$ cat src/rtl/ahb_host_pkg.sv
// ahb_host_pkg: shared FSM states, HSIZE encodings and command layout for the AHB host command queue.
package ahb_host_pkg;

    typedef enum logic {IDLE, ACTIVE} state_t;

    localparam logic [2:0] HSIZE_BYTE = 3'd0;
    localparam logic [2:0] HSIZE_HALF = 3'd1;
    localparam logic [2:0] HSIZE_WORD = 3'd2;

    localparam int HOST_ADDR_W = 32;
    localparam int HOST_DATA_W = 32;

    typedef struct packed {
        logic                   write;
        logic [2:0]             size;
        logic [HOST_ADDR_W-1:0] addr;
        logic [HOST_DATA_W-1:0] wdata;
    } host_cmd_t;

    function automatic logic size_ok(input logic [2:0] size);
        return size <= HSIZE_WORD;
    endfunction

endpackage

$ cat src/rtl/ahb_sync_fifo.sv
// ahb_sync_fifo: power-of-2 synchronous FIFO with head and next-entry peek.
// A push into a full FIFO is taken only when a pop happens in the same cycle.
module ahb_sync_fifo #(
    parameter int WIDTH = 8,
    parameter int DEPTH = 4
) (
    input  logic                       clk,
    input  logic                       rst,
    input  logic                       push,
    input  logic [WIDTH-1:0]           wdata,
    input  logic                       pop,
    output logic [WIDTH-1:0]           rdata,
    output logic [WIDTH-1:0]           rdata_nxt,
    output logic                       full,
    output logic                       empty,
    output logic [$clog2(DEPTH):0]     count
);
    localparam int AW = $clog2(DEPTH);

    logic [WIDTH-1:0] mem_q [DEPTH];
    logic [AW-1:0]    wr_q, wr_d, rd_q, rd_d, rd_nxt;
    logic [AW:0]      cnt_q, cnt_d;
    logic             do_push, do_pop;

    assign full      = cnt_q == (AW+1)'(DEPTH);
    assign empty     = cnt_q == '0;
    assign count     = cnt_q;
    assign rd_nxt    = rd_q + 1'b1;
    assign rdata     = mem_q[rd_q];
    assign rdata_nxt = mem_q[rd_nxt];

    always_comb begin
        do_pop  = pop && !empty;
        do_push = push && (!full || do_pop);
        wr_d    = do_push ? wr_q + 1'b1 : wr_q;
        rd_d    = do_pop ? rd_nxt : rd_q;
        cnt_d   = cnt_q + (AW+1)'(do_push) - (AW+1)'(do_pop);
    end

    always_ff @(posedge clk or posedge rst) begin
        if (rst) begin
            wr_q  <= '0;
            rd_q  <= '0;
            cnt_q <= '0;
        end else begin
            wr_q  <= wr_d;
            rd_q  <= rd_d;
            cnt_q <= cnt_d;
        end
    end

    always_ff @(posedge clk) begin
        if (do_push) mem_q[wr_q] <= wdata;
    end

endmodule

$ cat src/rtl/ahb_host_cmd_queue.sv
// ahb_host_cmd_queue: buffers client commands, issues them one at a time on the host_* port of an
// ahb_master and returns read data. Optional watchdog enabled by HOST_CMD_TIMEOUT_EN.
module ahb_host_cmd_queue
    import ahb_host_pkg::*;
#(
    parameter int ADDR_W    = 32,
    parameter int DATA_W    = 32,
    parameter int CMD_DEPTH = 4,
    parameter int RSP_DEPTH = 4,
    parameter int TIMEOUT   = 255
) (
    input  logic              hclk,
    input  logic              hreset,
    input  logic              cmd_valid,
    output logic              cmd_ready,
    input  logic              cmd_write,
    input  logic [2:0]        cmd_size,
    input  logic [ADDR_W-1:0] cmd_addr,
    input  logic [DATA_W-1:0] cmd_wdata,
    output logic              rsp_valid,
    input  logic              rsp_ready,
    output logic [DATA_W-1:0] rsp_rdata,
    output logic              rsp_err,
    output logic              host_read,
    output logic              host_write,
    output logic              host_cont,
    output logic [2:0]        host_size,
    output logic [ADDR_W-1:0] host_addr,
    output logic [DATA_W-1:0] host_wdata,
    input  logic [DATA_W-1:0] bus_rdata,
    input  logic              bus_rdone,
    input  logic              bus_wready,
    output logic              busy
);
    localparam int CW  = 4 + ADDR_W + DATA_W;
    localparam int CCW = $clog2(CMD_DEPTH) + 1;
    localparam int RCW = $clog2(RSP_DEPTH) + 1;

    logic [CW-1:0]     cmd_head, cmd_nxt;
    logic              cmd_full, cmd_empty, cmd_pop;
    logic [CCW-1:0]    cmd_cnt;
    logic [DATA_W:0]   rsp_head;
    logic              rsp_full, rsp_empty, rsp_push, rsp_err_in;
    logic [DATA_W-1:0] rsp_data_in;
    logic [RCW-1:0]    rsp_cnt;

    logic              hd_write, nx_write;
    logic [2:0]        hd_size, nx_size;
    logic [ADDR_W-1:0] hd_addr, nx_addr;
    logic [DATA_W-1:0] hd_wdata, nx_wdata;
    logic              hd_ok, nx_ok, seq, done;

    state_t            state_q, state_d;
    logic              rd_q, rd_d, wr_q, wr_d, cont_q, cont_d;
    logic [2:0]        size_q, size_d;
    logic [ADDR_W-1:0] addr_q, addr_d;
    logic [DATA_W-1:0] wdata_q, wdata_d;
`ifdef HOST_CMD_TIMEOUT_EN
    localparam int WDW = $clog2(TIMEOUT + 1);
    logic [WDW-1:0]    wd_q, wd_d;
`endif

    ahb_sync_fifo #(.WIDTH(CW), .DEPTH(CMD_DEPTH)) u_cmd_fifo (
        .clk(hclk), .rst(hreset), .push(cmd_valid && !cmd_full),
        .wdata({cmd_write, cmd_size, cmd_addr, cmd_wdata}), .pop(cmd_pop),
        .rdata(cmd_head), .rdata_nxt(cmd_nxt), .full(cmd_full), .empty(cmd_empty), .count(cmd_cnt)
    );

    ahb_sync_fifo #(.WIDTH(DATA_W + 1), .DEPTH(RSP_DEPTH)) u_rsp_fifo (
        .clk(hclk), .rst(hreset), .push(rsp_push), .wdata({rsp_err_in, rsp_data_in}),
        .pop(rsp_ready), .rdata(rsp_head), .rdata_nxt(), .full(rsp_full), .empty(rsp_empty),
        .count(rsp_cnt)
    );

    assign {hd_write, hd_size, hd_addr, hd_wdata} = cmd_head;
    assign {nx_write, nx_size, nx_addr, nx_wdata} = cmd_nxt;

    assign hd_ok = !cmd_empty && (hd_write || !rsp_full);
    // A read completing this cycle occupies one response slot before the next head can be judged.
    assign nx_ok = cmd_cnt >= CCW'(2) && size_ok(nx_size) &&
                   (nx_write || (rd_q ? rsp_cnt < RCW'(RSP_DEPTH - 1) : !rsp_full));
    assign seq   = nx_write == wr_q && nx_size == size_q && nx_addr == addr_q + (ADDR_W'(1) << size_q);
    assign done  = wr_q ? bus_wready : bus_rdone;

    always_comb begin
        state_d     = state_q;
        rd_d        = rd_q;
        wr_d        = wr_q;
        cont_d      = cont_q;
        size_d      = size_q;
        addr_d      = addr_q;
        wdata_d     = wdata_q;
        cmd_pop     = 1'b0;
        rsp_push    = 1'b0;
        rsp_err_in  = 1'b0;
        rsp_data_in = '0;
`ifdef HOST_CMD_TIMEOUT_EN
        wd_d        = wd_q;
`endif
        if (state_q == IDLE) begin
            if (hd_ok && !size_ok(hd_size)) begin
                cmd_pop    = 1'b1;
                rsp_push   = !hd_write;
                rsp_err_in = 1'b1;
            end else if (hd_ok) begin
                state_d = ACTIVE;
                rd_d    = !hd_write;
                wr_d    = hd_write;
                cont_d  = 1'b0;
                size_d  = hd_size;
                addr_d  = hd_addr;
                wdata_d = hd_wdata;
`ifdef HOST_CMD_TIMEOUT_EN
                wd_d    = '0;
`endif
            end
        end else if (done) begin
            cmd_pop     = 1'b1;
            rsp_push    = rd_q;
            rsp_data_in = bus_rdata;
            state_d     = nx_ok ? ACTIVE : IDLE;
            rd_d        = nx_ok && !nx_write;
            wr_d        = nx_ok && nx_write;
            cont_d      = nx_ok && seq;
            size_d      = nx_ok ? nx_size : size_q;
            addr_d      = nx_ok ? nx_addr : addr_q;
            wdata_d     = nx_ok ? nx_wdata : wdata_q;
`ifdef HOST_CMD_TIMEOUT_EN
            wd_d        = '0;
        end else if (wd_q == WDW'(TIMEOUT - 1)) begin
            cmd_pop    = 1'b1;
            rsp_push   = rd_q;
            rsp_err_in = 1'b1;
            state_d    = IDLE;
            rd_d       = 1'b0;
            wr_d       = 1'b0;
            cont_d     = 1'b0;
        end else begin
            wd_d = wd_q + 1'b1;
`endif
        end
    end

    always_ff @(posedge hclk or posedge hreset) begin
        if (hreset) begin
            state_q <= IDLE;
            rd_q    <= 1'b0;
            wr_q    <= 1'b0;
            cont_q  <= 1'b0;
            size_q  <= '0;
            addr_q  <= '0;
            wdata_q <= '0;
`ifdef HOST_CMD_TIMEOUT_EN
            wd_q    <= '0;
`endif
        end else begin
            state_q <= state_d;
            rd_q    <= rd_d;
            wr_q    <= wr_d;
            cont_q  <= cont_d;
            size_q  <= size_d;
            addr_q  <= addr_d;
            wdata_q <= wdata_d;
`ifdef HOST_CMD_TIMEOUT_EN
            wd_q    <= wd_d;
`endif
        end
    end

    assign cmd_ready  = !cmd_full;
    assign rsp_valid  = !rsp_empty;
    assign rsp_rdata  = rsp_valid ? rsp_head[DATA_W-1:0] : '0;
    assign rsp_err    = rsp_valid && rsp_head[DATA_W];
    assign host_read  = rd_q;
    assign host_write = wr_q;
    assign host_cont  = cont_q;
    assign host_size  = size_q;
    assign host_addr  = addr_q;
    assign host_wdata = wdata_q;
    assign busy       = !cmd_empty || state_q == ACTIVE || !rsp_empty;

endmodule

$ cat config.mk
export PLATFORM = sky130hd
export DESIGN_NAME = ahb_host_cmd_queue
export DESIGN_NICKNAME = d
export VERILOG_FILES = /design/src/rtl/ahb_host_pkg.sv /design/src/rtl/ahb_sync_fifo.sv /design/src/rtl/ahb_host_cmd_queue.sv
export SDC_FILE = /design/constraint.sdc
export NUM_CORES = 1
export LEC_CHECK = 0
export CAP_MARGIN = 20
export CORE_MARGIN = 5
export CORE_UTILIZATION = 35
export DETAILED_ROUTE_END_ITERATION = 10
export PLACE_DENSITY_LB_ADDON = 0.15
export SETUP_SLACK_MARGIN = 0.05
export SYNTH_ARGS = -nofsm -noshare
export SYNTH_HDL_FRONTEND = slang
export SYNTH_SLANG_ARGS = --single-unit
$ cat constraint.sdc
create_clock -name hclk -period 3.8 [get_ports hclk]
set_clock_uncertainty 0.15 [all_clocks]
set_input_delay 0.76 -clock hclk [delete_from_list [all_inputs] [get_ports hclk]]
set_output_delay 0.76 -clock hclk [all_outputs]
set_load 0.05 [all_outputs]
; Word-level counts from Yosys, hierarchy flattened
; Memory sizes are Yosys's and may differ from the RTL's.
; Index checks and enable logic that the tools add are counted.
[word_totals]
reg_bits = 85
word_cells = 118
rom_bits = 0
ramBits = 404
out_inout_bits = 106
latch_bits = 0
n_memories = 2
[mem_list]
columns = memory, words, width, read_ports, rd_clocked_by_memory_dff, wr, line
row1 = u_cmd_fifo.mem_q, 4, 68, 2, 0, 1, ahb_sync_fifo.sv:20  ; logic [WIDTH-1:0] mem_q [DEPTH];
row2 = u_rsp_fifo.mem_q, 4, 33, 1, 0, 1, ahb_sync_fifo.sv:20
[op_classes]
mux = 48
bitwise = 0
reduce_logical = 33
n_addsub = 9
n_eq_ne = 8
shifts = 1
magnitude_cmp = 4
n_div = 0
mul = 0
[op_table]
columns = cell, n
row1 = 2-to-1 mux 32 bit, 13
row2 = adder 32 bit, 1
row3 = equality test 32 bit, 1
row4 = left shift 1 x 3 -> 32 bit (first input constant), 1
row5 = 2-to-1 mux 1 bit, 30
row6 = logical AND 1 bit, 15
row7 = 2-to-1 mux 3 bit, 5
row8 = adder 2 x 1 -> 2 bit (second input constant), 4
row9 = logical NOT 1 bit, 7
row10 = adder 3 x 1 -> 3 bit, 2
row11 = equality test 3 bit (second input constant), 2
row12 = less-or-equal comparator 3 x 2 -> 1 bit (second input constant), 2
row13 = logical NOT 3 bit, 2
row14 = logical OR 1 bit, 6
row15 = inequality test 2 bit (second input constant), 3
row16 = subtractor 3 x 1 -> 3 bit, 2
row17 = AND reduction 4 bit, 1
row18 = equality test 3 bit, 1
row19 = >= comparator 3 x 2 -> 1 bit (second input constant), 1
row20 = less-than comparator 3 x 2 -> 1 bit (second input constant), 1
row21 = AND reduction 3 bit, 1
row22 = nonzero test 2 bit, 1
row23 = equality test 1 bit, 1

; Depth between registers and ports, before layout
[logic_depth]
ltp_word = 12
depth_mapped = 14

; Hierarchy
; A second synthesis with hierarchy kept.
[hier_totals]
cells_unflattened = 1345
hier_area_um2 = 23208.5
[by_module_without_submodules]
columns = mod, area_each_um2, cells_per_inst, instances, seq_area_each_um2
row1 = ahb_sync_fifo at u_cmd_fifo, 11903.9, 474, 1, 8343.0
row2 = ahb_sync_fifo at u_rsp_fifo, 6018.3, 250, 1, 4139.0
row3 = ahb_host_cmd_queue, 5286.3, 621, 1, 1776.7

; Worst setup path after synthesis
; Ideal clock, no wire load.
[synth_path]
path_kind = register -> register
start = reg size_q[0] (netlist: host_size[0])
end = reg cont_q (netlist: host_cont)
t_arrival_ns = 3.354
synth_period_minus_slack_ns = 3.596
path_slack_ns = 0.204
stages_incl_launch_ff = 13
path_cell_list = dfrtp_1 clkbuf_1 nor3b_1 ha_1 a21oi_1 a211oi_1 or3_1 clkbuf_1 nand3_1 or3_1 a2111oi_2 nand4_1 o31ai_2
[synth_between]
elab_chain_cells = 7
word_cells_on_any_way = 9
[synth_rtl]
columns = item, line
row1 = start: declaration, ahb_host_cmd_queue.sv:55  ; logic [2:0] size_q, size_d;
row2 = start signal: assignment, ahb_host_cmd_queue.sv:161  ; size_q <= size_d;
row3 = left shift 1 x 3 -> 32 bit, ahb_host_cmd_queue.sv:82  ; assign seq = nx_write == wr_q && nx_size == size_q && nx_addr == addr_q + (ADDR_W'(1) << size_q);
row4 = adder 32 bit, ahb_host_cmd_queue.sv:82
row5 = equality test 32 bit, ahb_host_cmd_queue.sv:82
row6 = logical AND 1 bit *, ahb_host_cmd_queue.sv:82
row7 = logical AND 1 bit *, ahb_host_cmd_queue.sv:124  ; cont_d = nx_ok && seq;
row8 = 2-to-1 mux 1 bit *, ahb_host_cmd_queue.sv:117  ; end else if (done) begin
row9 = 2-to-1 mux 1 bit *, ahb_host_cmd_queue.sv:100  ; if (state_q == IDLE) begin
row10 = end signal: assignment, ahb_host_cmd_queue.sv:160  ; cont_q <= cont_d;
row11 = end: declaration, ahb_host_cmd_queue.sv:54  ; logic rd_q, rd_d, wr_q, wr_d, cont_q, cont_d;
; Every way passes the cells marked *; elsewhere a longest branch is shown, timed or not. The select of a mux whose other input is x is not followed.
; A chain may end at the register's enable or synchronous reset.

; Final worst setup path
[layout_path]
start = reg u_rsp_fifo.rd_q[1]
end = out rsp_rdata[20]
[layout_between]
elab_chain_cells = 2
[layout_rtl]
columns = item, line
row1 = start: declaration, ahb_sync_fifo.sv:21  ; logic [AW-1:0] wr_q, wr_d, rd_q, rd_d, rd_nxt;
row2 = start signal: assignment, ahb_sync_fifo.sv:47  ; rd_q <= rd_d;
row3 = memory read (4 x 33 bit), -
row4 = 2-to-1 mux 32 bit, ahb_host_cmd_queue.sv:172  ; assign rsp_rdata = rsp_valid ? rsp_head[DATA_W-1:0] : '0;
row5 = end: declaration, ahb_host_cmd_queue.sv:22  ; output logic [DATA_W-1:0] rsp_rdata,
; No other way between the ends.

==> flow_summary.toml <==
[run_status]
status = "finished clean"

[global_routing]
grt_use_total_pct = 16.3
grt_max_degree = 148
grt_antenna_before_repair = 8
grt_pass1_wl_um = 89600
grt_overflow_total = 0
first_global_vias = 14600

[critical_path]
critPathLaunchType = "flop"
worst-r2r-cell-count = 11
endpoint_kind = "primary output"
required_ns = 2.89
criticalPathCategory = "flop to primary output"
timing.rr.start = "host_size[1]"
worst-endpoint-arrival_ns = 2.68
r2r-end = "host_cont"
r2r_slack_ns = 0.28
crit_fanout = 30

[route]
drc = 0
wl_um = 58600
detailed_router_iteration_count_before_antenna_repair = 5
dr_total_vias = 14200
routed.top_layer = "met5"
detailroute.wirelength.met2_um = 28200
detail_route.wirelength.met1_um = 25300
detail-route-antenna-nets = 0
vias_per_cell = 5.21
detailroute.wirelength.met3_um = 3590
drt_iter0_drc = 922
routed_wire_length_per_instance_um = 21.5

[clock_network]
cts_htree_levels = 2
cts_root_buf = "sky130_fd_sc_hd__clkbuf_16"
clock_latency_at_the_later_pin_of_the_worst_skew_pair_ns = 0.60
tritoncts = "built"
max_buffers_root_to_sink = 3
hold_buffer_count_at_cts = 0
post-cts-setup-buffer-count = 0
clkSinkCount = 489
cts_inserted_buffers = 55
clk_pin_slew_worst_paths_ns = 0.06

[hold_path]
whs_endpoint = "host_wdata[25]"
worstHoldPathCells = 2
hp-start = "host_wdata[25]"
hp-class = "flop to flop"

[timing]
finalSetupTns_ns = 0
finalWorstPathRequiredPeriod_ns = 3.59
slew-limit-headroom_pct = 30.2
timing.final.setup_violations = 0
layout_worst_path_cycle_share_pct = 94.4
highest_clock_rate_mhz = 279
worst_slew_pin_slew_ns = 1.05
whs_ns = 0.335
hold_viol = 0
final_report_max_slew_violation_count = 0
rsz0062_at_grt = "true"

[yosys]
synth_cell_type_count = 62
synth_area_leader_cell = "sky130_fd_sc_hd__edfxtp_1"
synth_nets = 1744
synth_area_per_cell_um2 = 14.2
postSynthRegisterBits = 489
synth_top_flop_cell = "sky130_fd_sc_hd__edfxtp_1"
synth_enable_flop_cells = 404
yosysSeqAreaShare_pct = 62.5
asyncSetResetFlopFracSynth_pct = 17.4
synth.cell_area_mm2 = 0.0228
post-synth-top-area-fraction_pct = 53.1
post_synth_inst_count = 1613
dominant_cells_by_area_after_synthesis = "sky130_fd_sc_hd__edfxtp_1, sky130_fd_sc_hd__dfrtp_1, sky130_fd_sc_hd__mux2i_1"
ys_warn_count = 0

[die]
die_area_mm2 = 0.0704
chipWidth_um = 265
die_height_um = 265
placementRows = 93
num_io_pins = 212
core-area_mm2 = 0.0646
initial_cell_density_of_the_core_pct = 35.4

[job]
timing.max_cap.violations = 0

[layout]
post_route_cells_drive_above_1_share_pct = 14.8
num-fill-cells = 5865
stdcell_area_mm2 = 0.0279
area.growth.synth_to_final_pct = 22.3
num-nets-final = 1953

[place]
routabilityCongestion = 0.818
buffer_ports.inserted = 211
place.detailed.hpwl_um = 37500
dpl-instance-area_mm2 = 0.0261

[power]
power.ir.vdd_worst_mv = 0.616
leakagePower_nw = 10.1
pd_cells_mw_per_mm2 = 944
-- worst max-delay path by stage --
stage | cells after the start | slack (ns) | startpoint | end
after floorplan | 12 | 0.20 | host_size[0] | host_cont
after global placement | 9 | 0.28 | u_cmd_fifo.rd_q[1] | host_cont
after detailed placement | 11 | 0.26 | host_size[1] | host_cont
after CTS | 4 | 0.05 | u_rsp_fifo.rd_q[0] | rsp_rdata[21]
after global routing | 11 | 0.06 | host_size[2] | host_cont
final | 4 | 0.21 | u_rsp_fifo.rd_q[1] | rsp_rdata[20]
-- repair_timing --
item	CTS	global route
endpoints found under the setup margin	4	6
hold endpoints to repair	0	0
gates cloned	0	0
gates resized for setup	4	8
-- worst max-delay path, cell delays in order (launching register included) --
cell and delay, ns:
sky130_fd_sc_hd__dfrtp_1 0.51, sky130_fd_sc_hd__buf_12 0.26, sky130_fd_sc_hd__mux4_2 0.23, sky130_fd_sc_hd__nor2b_1 0.22
sky130_fd_sc_hd__clkdlybuf4s50_1 0.84
-- registers in the layout, summed over array words and instances, names as in the netlist --
register / count
u_rsp_fifo.rd_q: 2
host_size: 3
host_cont: 1
u_rsp_fifo.count: 3
u_cmd_fifo.mem_q: 272
u_cmd_fifo.count: 3
host_addr: 32
u_cmd_fifo.rd_q: 2
u_rsp_fifo.wr_q: 2
u_cmd_fifo.wr_q: 2
host_wdata: 32
host_read: 1
u_rsp_fifo.mem_q: 132
host_write: 1
state_q: 1
-- cell type report --
type | instances | area [um2] | area share, %
repair buffers | 256 | 2570 | 9.22
clock inverters | 32 | 278 | 0.995
multi-input cells | 998 | 8100 | 29.0
diodes | 3 | 7.51 | 0.0269
clock buffers | 69 | 1530 | 5.49
inverters | 22 | 85.1 | 0.305
flip-flops and latches | 489 | 14300 | 51.1
well taps | 855 | 1070 | 3.83
-- where the power goes --
| part | switching [mW] | internal, mW | total (mW) |
|---|---|---|---|
| Combinational | 7.85 | 4.89 | 12.7 |
| Clock | 2.15 | 3.12 | 5.27 |
| Sequential | 0.966 | 7.39 | 8.35 |
-- placed cells by master, fill, tap and decap left out, drive strengths merged, types with 33 or more instances in the layout --
master         Yosys  routed
edfxtp           404     404
clkdlybuf4s50      0     184
mux2i            172     172
nand2            169     169
dfrtp             85      85
nor2              82      82
mux4              70      70
clkbuf            77      69
buf               27      63
o21ai             56      56
nand3             47      47
mux2              47      47
and2              38      38
nor2b             34      34
o22ai             33      33
o31ai             33      33
-- synth_stat cells (all sizes together) (14+ instances only) --
library cell / number
edfxtp: 404
mux2i: 172
nand2: 169
dfrtp: 85
nor2: 82
clkbuf: 77
mux4: 70
o21ai: 56
mux2: 47
nand3: 47
and2: 38
nor2b: 34
o22ai: 33
o31ai: 33
o221ai: 31
xnor2: 31
xor2: 29
buf: 27
ha: 22
inv: 22
nand4: 14
-- per-stage QoR --
stage	std cells	util, %	setup WS (ns)	power (mW)
global placement	2620	40.4	0.279	21.3
CTS	2721	43.2	0.0536	26.8
finish	2724	43.2	0.212	26.4
floorplan	1613	-	0.204	17.3
global route	2721	43.2	0.0639	28.0
detailed placement	2620	40.4	0.258	21.4
-- logic make-up (layout without fill, tap and decap cells) --
kind of cell             Yosys count  after routing  share of synthesized area, %
multiplexers                     289            289                          16.9
XOR/XNOR                          60             60                          2.33
flip-flops                       489            489                          62.5
adder cells (fa/ha/maj)           25             25                          1.47
buffers and inverters            126            379                          2.32
AND/OR/NAND/NOR                  430            430                          8.85
AO/OA/AOI/OAI                    194            194                          5.72
other                              0              3                             0
-- routing by layer --
| layer | GRT usage (%) | vias to the layer above |
|---|---|---|
| met5 | 0 | - |
| met4 | 4.83 | 8 |
| met3 | 3.93 | 99 |
| met2 | 27.1 | 369 |
| met1 | 21.5 | 7130 |
| li1 | - | 6585 |
No activity file was read; power rests on OpenSTA's default activity.
